File: config.mk
export PLATFORM = sky130hd
export DESIGN_NAME = sram_ext_loader
export DESIGN_NICKNAME = d
export VERILOG_FILES = /design/src/rtl/sram_ext_pkg.sv /design/src/rtl/sram_ext_addr_gen.sv /design/src/rtl/sram_ext_loader.sv
export SDC_FILE = /design/constraint.sdc
export NUM_CORES = 1
export LEC_CHECK = 0
export CAP_MARGIN = 20
export CORE_MARGIN = 2
export CORE_UTILIZATION = 25
export DETAILED_ROUTE_END_ITERATION = 8
export PLACE_DENSITY_LB_ADDON = 0.1
export REMOVE_ABC_BUFFERS = 1
export SYNTH_ARGS = -nofsm -noshare
export SYNTH_HDL_FRONTEND = slang
export SYNTH_SLANG_ARGS = --single-unit
File: constraint.sdc
create_clock -name clk -period 3 [get_ports clk]
set_input_delay 0.6 -clock clk [delete_from_list [all_inputs] [get_ports clk]]
set_output_delay 0.6 -clock clk [all_outputs]
set_load 0.05 [all_outputs]
File: src/rtl/sram_ext_pkg.sv
// Shared definitions for the external-SRAM loader: FSM states, command codes and SRAM op encoding.
package sram_ext_pkg;

    typedef enum logic [2:0] {
        ST_IDLE     = 3'd0,
        ST_LOAD     = 3'd1,
        ST_DUMP_RD  = 3'd2,
        ST_DUMP_OUT = 3'd3,
        ST_DONE     = 3'd4
    } state_t;

    localparam logic CMD_LOAD = 1'b0;
    localparam logic CMD_DUMP = 1'b1;

    // SRAM operation as {wen, ren}; 2'b11 is never produced.
    localparam logic [1:0] SRAM_OP_IDLE  = 2'b00;
    localparam logic [1:0] SRAM_OP_WRITE = 2'b10;
    localparam logic [1:0] SRAM_OP_READ  = 2'b01;

    function automatic int unsigned bytes_per_word(input int unsigned bw);
        return bw / 8;
    endfunction

endpackage

File: src/rtl/sram_ext_addr_gen.sv
// Address/count generator: latches base and word count, steps by one word with
// wrap modulo 2**ADDR_W, and flags the last remaining word.
module sram_ext_addr_gen
    import sram_ext_pkg::*;
#(
    parameter int ADDR_W = 9,
    parameter int BW     = 32
) (
    input  logic              clk,
    input  logic              arst_n,
    input  logic              i_load,
    input  logic [ADDR_W-1:0] i_base,
    input  logic [ADDR_W-1:0] i_cnt,
    input  logic              i_step,
    output logic [ADDR_W-1:0] o_addr,
    output logic              o_last
);

    localparam logic [ADDR_W-1:0] STEP = ADDR_W'(bytes_per_word(BW));
    localparam logic [ADDR_W-1:0] ONE  = ADDR_W'(1);

    logic [ADDR_W-1:0] r_addr;
    logic [ADDR_W-1:0] r_remaining;

    // The natural overflow of the ADDR_W-bit adder provides the wrap.
    always_ff @(posedge clk or negedge arst_n) begin
        if (!arst_n) begin
            r_addr      <= '0;
            r_remaining <= '0;
        end else if (i_load) begin
            r_addr      <= i_base;
            r_remaining <= i_cnt;
        end else if (i_step) begin
            r_addr      <= r_addr + STEP;
            r_remaining <= r_remaining - ONE;
        end
    end

    assign o_addr = r_addr;
    assign o_last = (r_remaining == ONE);

endmodule

File: src/rtl/sram_ext_loader.sv
// Streams words into (LOAD) or out of (DUMP) an external SRAM port.
// Optional XOR checksum output when LOADER_CHECKSUM_EN is defined.
module sram_ext_loader
    import sram_ext_pkg::*;
#(
    parameter int ADDR_W = 9,
    parameter int BW     = 32
) (
    input  logic              clk,
    input  logic              arst_n,
    input  logic              start,
    input  logic              cmd,
    input  logic [63:0]       base_addr,
    input  logic [ADDR_W-1:0] word_cnt,
    output logic              busy,
    output logic              done,
    input  logic              s_valid,
    output logic              s_ready,
    input  logic [BW-1:0]     s_data,
    output logic              m_valid,
    input  logic              m_ready,
    output logic [BW-1:0]     m_data,
    output logic [63:0]       sram_addr,
    output logic              sram_wen,
    output logic              sram_ren,
    output logic [BW-1:0]     sram_wdata,
    input  logic [BW-1:0]     sram_rdata
`ifdef LOADER_CHECKSUM_EN
    ,
    output logic [BW-1:0]     checksum
`endif
);

    state_t            r_state;
    state_t            w_state_next;
    logic              w_accept;
    logic              w_step;
    logic [1:0]        w_sram_op;
    logic [ADDR_W-1:0] w_addr;
    logic              w_last;
    logic [BW-1:0]     r_m_data;
    logic              w_unused_base;

    // Only the low ADDR_W address bits reach the SRAM.
    assign w_unused_base = ^base_addr[63:ADDR_W];
    assign w_accept      = start && (r_state == ST_IDLE);

    sram_ext_addr_gen #(
        .ADDR_W (ADDR_W),
        .BW     (BW)
    ) u_addr_gen (
        .clk    (clk),
        .arst_n (arst_n),
        .i_load (w_accept),
        .i_base (base_addr[ADDR_W-1:0]),
        .i_cnt  (word_cnt),
        .i_step (w_step),
        .o_addr (w_addr),
        .o_last (w_last)
    );

    always_ff @(posedge clk or negedge arst_n) begin
        if (!arst_n) begin
            r_state <= ST_IDLE;
        end else begin
            r_state <= w_state_next;
        end
    end

    always_comb begin
        w_state_next = r_state;
        w_sram_op    = SRAM_OP_IDLE;
        w_step       = 1'b0;
        busy         = 1'b1;
        done         = 1'b0;
        s_ready      = 1'b0;
        m_valid      = 1'b0;
        unique case (r_state)
            ST_IDLE: begin
                busy = 1'b0;
                if (start) begin
                    if (word_cnt == '0) begin
                        w_state_next = ST_DONE;
                    end else if (cmd == CMD_LOAD) begin
                        w_state_next = ST_LOAD;
                    end else begin
                        w_state_next = ST_DUMP_RD;
                    end
                end
            end
            ST_LOAD: begin
                s_ready = 1'b1;
                if (s_valid) begin
                    w_sram_op = SRAM_OP_WRITE;
                    w_step    = 1'b1;
                    if (w_last) begin
                        w_state_next = ST_DONE;
                    end
                end
            end
            ST_DUMP_RD: begin
                w_sram_op    = SRAM_OP_READ;
                w_state_next = ST_DUMP_OUT;
            end
            ST_DUMP_OUT: begin
                m_valid = 1'b1;
                if (m_ready) begin
                    w_step       = 1'b1;
                    w_state_next = w_last ? ST_DONE : ST_DUMP_RD;
                end
            end
            ST_DONE: begin
                done         = 1'b1;
                w_state_next = ST_IDLE;
            end
            default: begin
                w_state_next = ST_IDLE;
            end
        endcase
    end

    // Read data is captured at the end of the read cycle and held through DUMP_OUT.
    always_ff @(posedge clk or negedge arst_n) begin
        if (!arst_n) begin
            r_m_data <= '0;
        end else if (r_state == ST_DUMP_RD) begin
            r_m_data <= sram_rdata;
        end
    end

    assign m_data     = r_m_data;
    assign sram_wen   = w_sram_op[1];
    assign sram_ren   = w_sram_op[0];
    assign sram_wdata = sram_wen ? s_data : '0;
    assign sram_addr  = {{(64 - ADDR_W){1'b0}}, w_addr};

`ifdef LOADER_CHECKSUM_EN
    logic [BW-1:0] r_checksum;

    always_ff @(posedge clk or negedge arst_n) begin
        if (!arst_n) begin
            r_checksum <= '0;
        end else if (w_accept) begin
            r_checksum <= '0;
        end else if (sram_wen) begin
            r_checksum <= r_checksum ^ s_data;
        end else if ((r_state == ST_DUMP_OUT) && m_ready) begin
            r_checksum <= r_checksum ^ r_m_data;
        end
    end

    assign checksum = r_checksum;
`endif

endmodule

==> impl_metrics.csv, run 1 <==
group,metric,value,unit
logic_synthesis,netlist_area,3110,sq um
floorplan,core_area,12100,sq um
logic_synthesis,synth_xor_area_share,1.13,%
routing,drtIter0Drc,113,
finish,multi_input_area,1500,sq um
sta,finalMaxSlewViolations,0,
power_and_ir_drop,powerDensity,1140,nW/um^2
grt,grt_overflow,0,
grt,grt_usage,12.8,%
logic_synthesis,synth_mux_area_share,13.0,%
sta,hold_violations,0,
logic_synthesis,avgSynthCellArea,10.3,sq um
setup_path,crit_fanout,11,
finish,fillers,1152,
sta,setup_tns,0,ns
logic_synthesis,synth_top_area_share,42.6,%
clock_tree,cts_buffers,5,
logic_synthesis,ys_ff_latch,53,
floorplan,ios,277,
logic_synthesis,ys.flop_type,"dfrtp_1",
clock_tree,hold_buffers,0,
routing,dr_wl_met2,4390,microns
clock_tree,clkSinkCount,53,
setup_path,r2r_slack,0.98,ns
setup_path,r2r_start,"r_state[0]",
outcome,status,"completed",
grt,grt_pass1_vias,2641,
grt,grt_max_degree,36,
logic_synthesis,synthSimpleGateAreaFrac,19.1,%
finish,nets,613,
clock_tree,clk_pin_slew,0.07,ns
placement,gp_routability_congestion,0.805,
setup_path,critPathBufInv,1,
floorplan,fp.dieW,116,microns
routing,drt-wirelength-per-cell,14.0,microns
logic_synthesis,synth_top_family_by_area,"simple AND/OR/NAND/NOR gates",
floorplan,die_y,116,microns
routing,vias,2659,
setup_path,critPathSlowestCell,"clkdlybuf4s50_1",
setup_path,cpPeakStageDelay,0.87,ns
routing,vias_per_cell,4.19,
setup_path,required,2.40,ns
logic_synthesis,yosysTopAreaCell,"dfrtp_1",
routing,drt-total-wl,8860,microns
placement,portBuffers,166,
clock_tree,cts-resized-gates,0,
sta,worst_slew_pin_slew,0.826,ns
power_and_ir_drop,ir_drop,0.000558,V
routing,maxUsedRoutingLayer,"met4",
setup_path,cp-end-kind,"output pin",
finish,utilization,43.4,%
logic_synthesis,ys_types,46,
setup_path,worstPathCellList,"nand2b_1 > nor2_1 > clkdlybuf4s50_1",
clock_tree,post-cts-setup-buffers,0,
sta,clock_skew,0.00401,ns
logic_synthesis,synth_warnings,0,
routing,drc,0,
sta,finalSetupViolCount,0,
placement,place_hpwl,7050,microns
floorplan,initial_core_util,25.8,%
setup_path,worstRegToRegCells,4,
logic_synthesis,syn_inst,301,
setup_path,cp.arrival,2.19,ns
finish,drive_above_1_share,19.1,%
setup_path,reg2reg_to,"u_addr_gen.r_remaining[8]",
finish,antenna_cells,0,
routing,wl_met3,872,microns
setup_path,path_delay_family,"buffers and inverters",
floorplan,dieArea,13400,sq um
power_and_ir_drop,p_leak,2.19,nW
grt,antenna_found_initial,0,
sta,maxSlewHeadroom,45.0,%
routing,drt-pass1-iter-count,4,
sta,period_share,92.9,%
grt,grt_pass1_wl,13500,microns
clock_tree,clockBufferDepth,2,
setup_path,cp-start-kind,"flop",
finish,syn2layout_area_growth,68.5,%
logic_synthesis,synth-edff-count,0,
power_and_ir_drop,p_total,5.96,mW
sta,min_period,2.79,ns
sta,timing.fmax,359,MHz
routing,m1WireLength,3490,microns
clock_tree,h-tree-depth,2,
clock_tree,clk_latency,0.29,ns
logic_synthesis,synth_compound_area_share,6.72,%
finish,ff_latch_area,1330,sq um
setup_path,crit_type,"flop to output pin",
logic_synthesis,async_flop_share,100,%
setup_path,worst-path-stages,3,
clock_tree,cts_tree,"yes",
clock_tree,root_buffer,"clkbuf_16",
routing,antenna_left,0,
floorplan,rows,40,
logic_synthesis,yosysSeqAreaShare,42.6,%
sta,rsz0062_at_grt,"no",
min_path,holdCritPathClass,"input pin to asynchronous set/reset pin",
job,drv_cap,0,
logic_synthesis,yosys.area_share.adder,1.21,%
logic_synthesis,ys_top_cells_by_area,"dfrtp_1 (43%), buf_4 (13%), mux2_2 (12%)",
==> metrics by stage <==
stage                     hold slack [ns]  instances  setup WS [ns]  area, sq um
after CTS                           0.430        635          0.196         5240
after global routing                0.476        635          0.118         5240
final                               0.404        635          0.214         5240
after detailed placement            0.476        628          0.405         5100
after floorplan                     0.304        288          0.217         2830
after global placement              0.467        628          0.401         5100
==> flip-flops by register name, indices dropped and copies added (netlist names) <==
signal and flops:
m_data 32, u_addr_gen.o_addr 9, u_addr_gen.r_remaining 9, r_state 3
==> layer usage <==
metal  vias up  track usage [%]
li1       1264                -
met1      1243             15.2
met2       144             22.4
met3         8             3.92
met4         0             3.53
met5         -                0
==> cell families (layout without fill, tap and decap cells) <==
kind of cell               count (synthesis)  after routing
AOI/OAI and AO/OA                         30             30
xor gates and xnor gates                   4              4
adders and majority gates                  3              3
buffers and inverters                     73            185
DFF                                       53             53
muxes                                     36             36
other                                      1             55
and+or+nand+nor                          101            101
==> power by group <==
group	internal, mW	leakage [nW]	total [mW]	switching (mW)
Combinational	1.56	1.49	4.00	2.44
Clock	0.328	0.0700	0.574	0.246
Sequential	1.09	0.637	1.39	0.302
==> worst max path at each step <==
stage | start | to
after floorplan | r_state[0] | sram_wdata[0]
after global placement | s_valid | sram_wdata[20]
after detailed placement | s_valid | sram_wdata[20]
after CTS | r_state[0] | s_ready
after global routing | r_state[0] | s_ready
final | r_state[0] | s_ready
==> cells in the mapped netlist, types with 2 or more instances <==
cell type and number:
nand2_1 19, buf_2 5, nand3_1 4, a22oi_1 2, inv_1 6, clkbuf_1 5
mux2_2 34, nor2_1 7, and3_1 3, dfrtp_1 53, ha_1 3, and4_1 4
nor2b_1 2, a41oi_1 2, and2_1 33, buf_6 2, nor2_2 2, nand2b_1 3
xor2_1 3, or4_1 2, a21oi_1 2, nor3_1 8, buf_4 55, mux2i_1 2
o21ai_0 10, a31o_2 2, a311oi_1 2, a31oi_1 2, nor4_1 2, nand4_1 6
==> layout by cell type, fill, tap and decap left out, types with 5 or more instances in the layout <==
cell type        count
and2_1              33
buf_12              34
buf_4                6
clkbuf_16            5
clkdlybuf4s50_1    131
conb_1              55
dfrtp_1             53
inv_1                6
mux2_2              34
nand2_1             19
nand4_1              6
nor2_1               7
nor3_1               8
o21ai_0             10
==> final cells by class <==
class	instances	area share, %
timing repair buffer	172	39.0
multi-input combinational	229	28.6
sequential	53	25.3
tap	168	4.01
clock buffer	7	2.72
inverter	6	0.430
==> worst reg2reg max path, cell delays in order (launching register included) <==
cell and delay, ns:
dfrtp_1 0.58, nand2b_1 0.22, nor2_2 0.43, mux2_2 0.39, a221o_1 0.28
No activity file was read; power rests on OpenSTA's default activity.
==> run 2, diff against run 1 <==
clock period = 2.7 ns   (was 3 ns; I/O delays follow)
==> run 2 against run 1 <==
Compared with the run above: clock power is 9.8% higher; sequential share of layout area shrank 0.16 points; via count rose by 0.41%; cell count up 0.47%; register-to-register slack worse by 0.22 ns; wire length is 0.30% lower; sequential power rose by 11%; hold slack got worse by 0.032 ns; critical path depth is the same; die area did not move; power rose by 12%; largest cell class unchanged; highest routed layer unchanged.
==> impl_metrics.csv, run 2 (synthesized netlist as in run 1, its figures left out) <==
group,metric,value,unit
power_and_ir_drop,seq_power_share,23.1,%
clock_tree,root_buffer,"clkbuf_16",
setup_path,cp-end-kind,"output pin",
clock_tree,cts-resized-gates,0,
placement,portBuffers,166,
routing,maxUsedRoutingLayer,"met4",
setup_path,crit_start,"r_state[2]",
clock_tree,clockBufferDepth,2,
sta,min_period,2.53,ns
power_and_ir_drop,p_int,3.34,mW
placement,pre_cts_ws,0.305,ns
power_and_ir_drop,ir_drop,0.000703,V
clock_tree,clk_pin_slew,0.07,ns
clock_tree,cts_tree,"yes",
sta,worst_slack,0.167,ns
power_and_ir_drop,swShare,49.8,%
power_and_ir_drop,clockPowerShare,9.5,%
outcome,status,"completed",
sta,timing.fmax,395,MHz
setup_path,crit_fanout,10,
grt,grt_max_degree,54,
sta,hold_violations,0,
finish,nets,616,
routing,m1WireLength,3380,microns
clock_tree,cts_buffers,5,
floorplan,ios,277,
sta,rsz0062_at_grt,"no",
sta,finalSetupViolCount,0,
finish,antenna_cells,0,
power_and_ir_drop,combPwrFrac,67.4,%
clock_tree,post-cts-setup-buffers,0,
job,drv_cap,0,
grt,antenna_found_initial,0,
floorplan,core_area,12100,sq um
routing,dr_wl_met2,4530,microns
routing,drt-total-wl,8840,microns
clock_tree,h-tree-depth,2,
sta,period_share,93.8,%
grt,grt_pass1_wl,13200,microns
clock_tree,clkSinkCount,53,
finish,utilization,43.7,%
placement,placed_cells,631,
setup_path,cp.arrival,1.99,ns
routing,drc,0,
placement,gp_routability_congestion,0.774,
floorplan,initial_core_util,25.8,%
power_and_ir_drop,p_leak,2.21,nW
finish,mostFrequentLayoutCells,"clkdlybuf4s50_1 (130), conb_1 (55), dfrtp_1 (53), buf_12 (35), mux2_2 (34)",
grt,grt_usage,12.5,%
sta,hold_slack,0.372,ns
finish,largest_register_ffs,32,
min_path,holdCritPathClass,"input pin to asynchronous set/reset pin",
routing,antenna_left,0,
power_and_ir_drop,powerDensity,1260,nW/um^2
grt,grt_overflow,0,
setup_path,crit_type,"flop to output pin",
finish,syn2layout_area_growth,69.5,%
setup_path,r2r_start,"r_state[0]",
grt,grt_pass1_vias,2584,
routing,wl_met3,842,microns
sta,worst_slew_pin_slew,0.699,ns
routing,drt-pass1-iter-count,4,
power_and_ir_drop,p_switching,3.32,mW
placement,place_hpwl,7020,microns
setup_path,required,2.16,ns
setup_path,r2r_slack,0.76,ns
sta,maxSlewHeadroom,53.4,%
routing,vias_per_cell,4.18,
finish,drive_above_1_share,19.8,%
floorplan,die_y,116,microns
clock_tree,clk_latency,0.28,ns
finish,fillers,1140,
floorplan,fp.dieW,116,microns
setup_path,cp-start-kind,"flop",
sta,clock_skew,0.00368,ns
routing,drt-wirelength-per-cell,13.9,microns
floorplan,dieArea,13400,sq um
routing,drtIter0Drc,83,
finish,final_common_cell,"clkdlybuf4s50_1",
routing,vias,2670,
floorplan,rows,40,
power_and_ir_drop,p_total,6.66,mW
clock_tree,hold_buffers,0,
sta,finalMaxSlewViolations,0,
finish,layout.cells.non_filler,638,
run 2: worst max-delay path: stages (launching register included):
cell and delay (ns):
dfrtp_1 0.47, nand2b_1 0.26, nor2_1 0.15, clkdlybuf4s50_1 0.83
run 2: layout make-up:
class,instances,area (sq um),area share (%)
clock buffers,7,143,2.71
multi-input cells,229,1500,28.4
flip-flops and latches,53,1330,25.2
repair buffers,175,2070,39.3
well taps,168,210,3.99
inverters,6,22.5,0.427
run 2: path summary, 6_finish.rpt:
path	endpoint	cells past startpoint
worst max-delay path	m_valid	3
min in group clk	u_addr_gen.o_addr[0]	2
worst max register to register	u_addr_gen.r_remaining[8]	3
max in group asynchronous	u_addr_gen.o_addr[4]	2
worst min register to register	u_addr_gen.o_addr[0]	2
worst min-delay path	m_data[29]	2
run 2: layer usage:
metal | track usage, % | vias up
li1 | - | 1272
met4 | 2.89 | 0
met5 | 0 | -
met1 | 14.2 | 1252
met2 | 23.0 | 140
met3 | 3.82 | 6
run 2: power groups by stage:
stage / Clock (mW) / Sequential [mW] / Combinational, mW
final: 0.630 / 1.54 / 4.49
after global routing: 0.700 / 1.61 / 4.73
after CTS: 0.665 / 1.54 / 4.54
after detailed placement: 0 / 1.55 / 4.53
after global placement: 0 / 1.53 / 4.51
after floorplan: 0 / 2.58 / 1.73
run 2: per-stage QoR:
stage / TNS, ns / area [sq um]
after global placement: 0 / 5130
after CTS: 0 / 5270
after floorplan: -0.743 / 2830
final: 0 / 5270
after detailed placement: 0 / 5130
after global routing: 0 / 5270
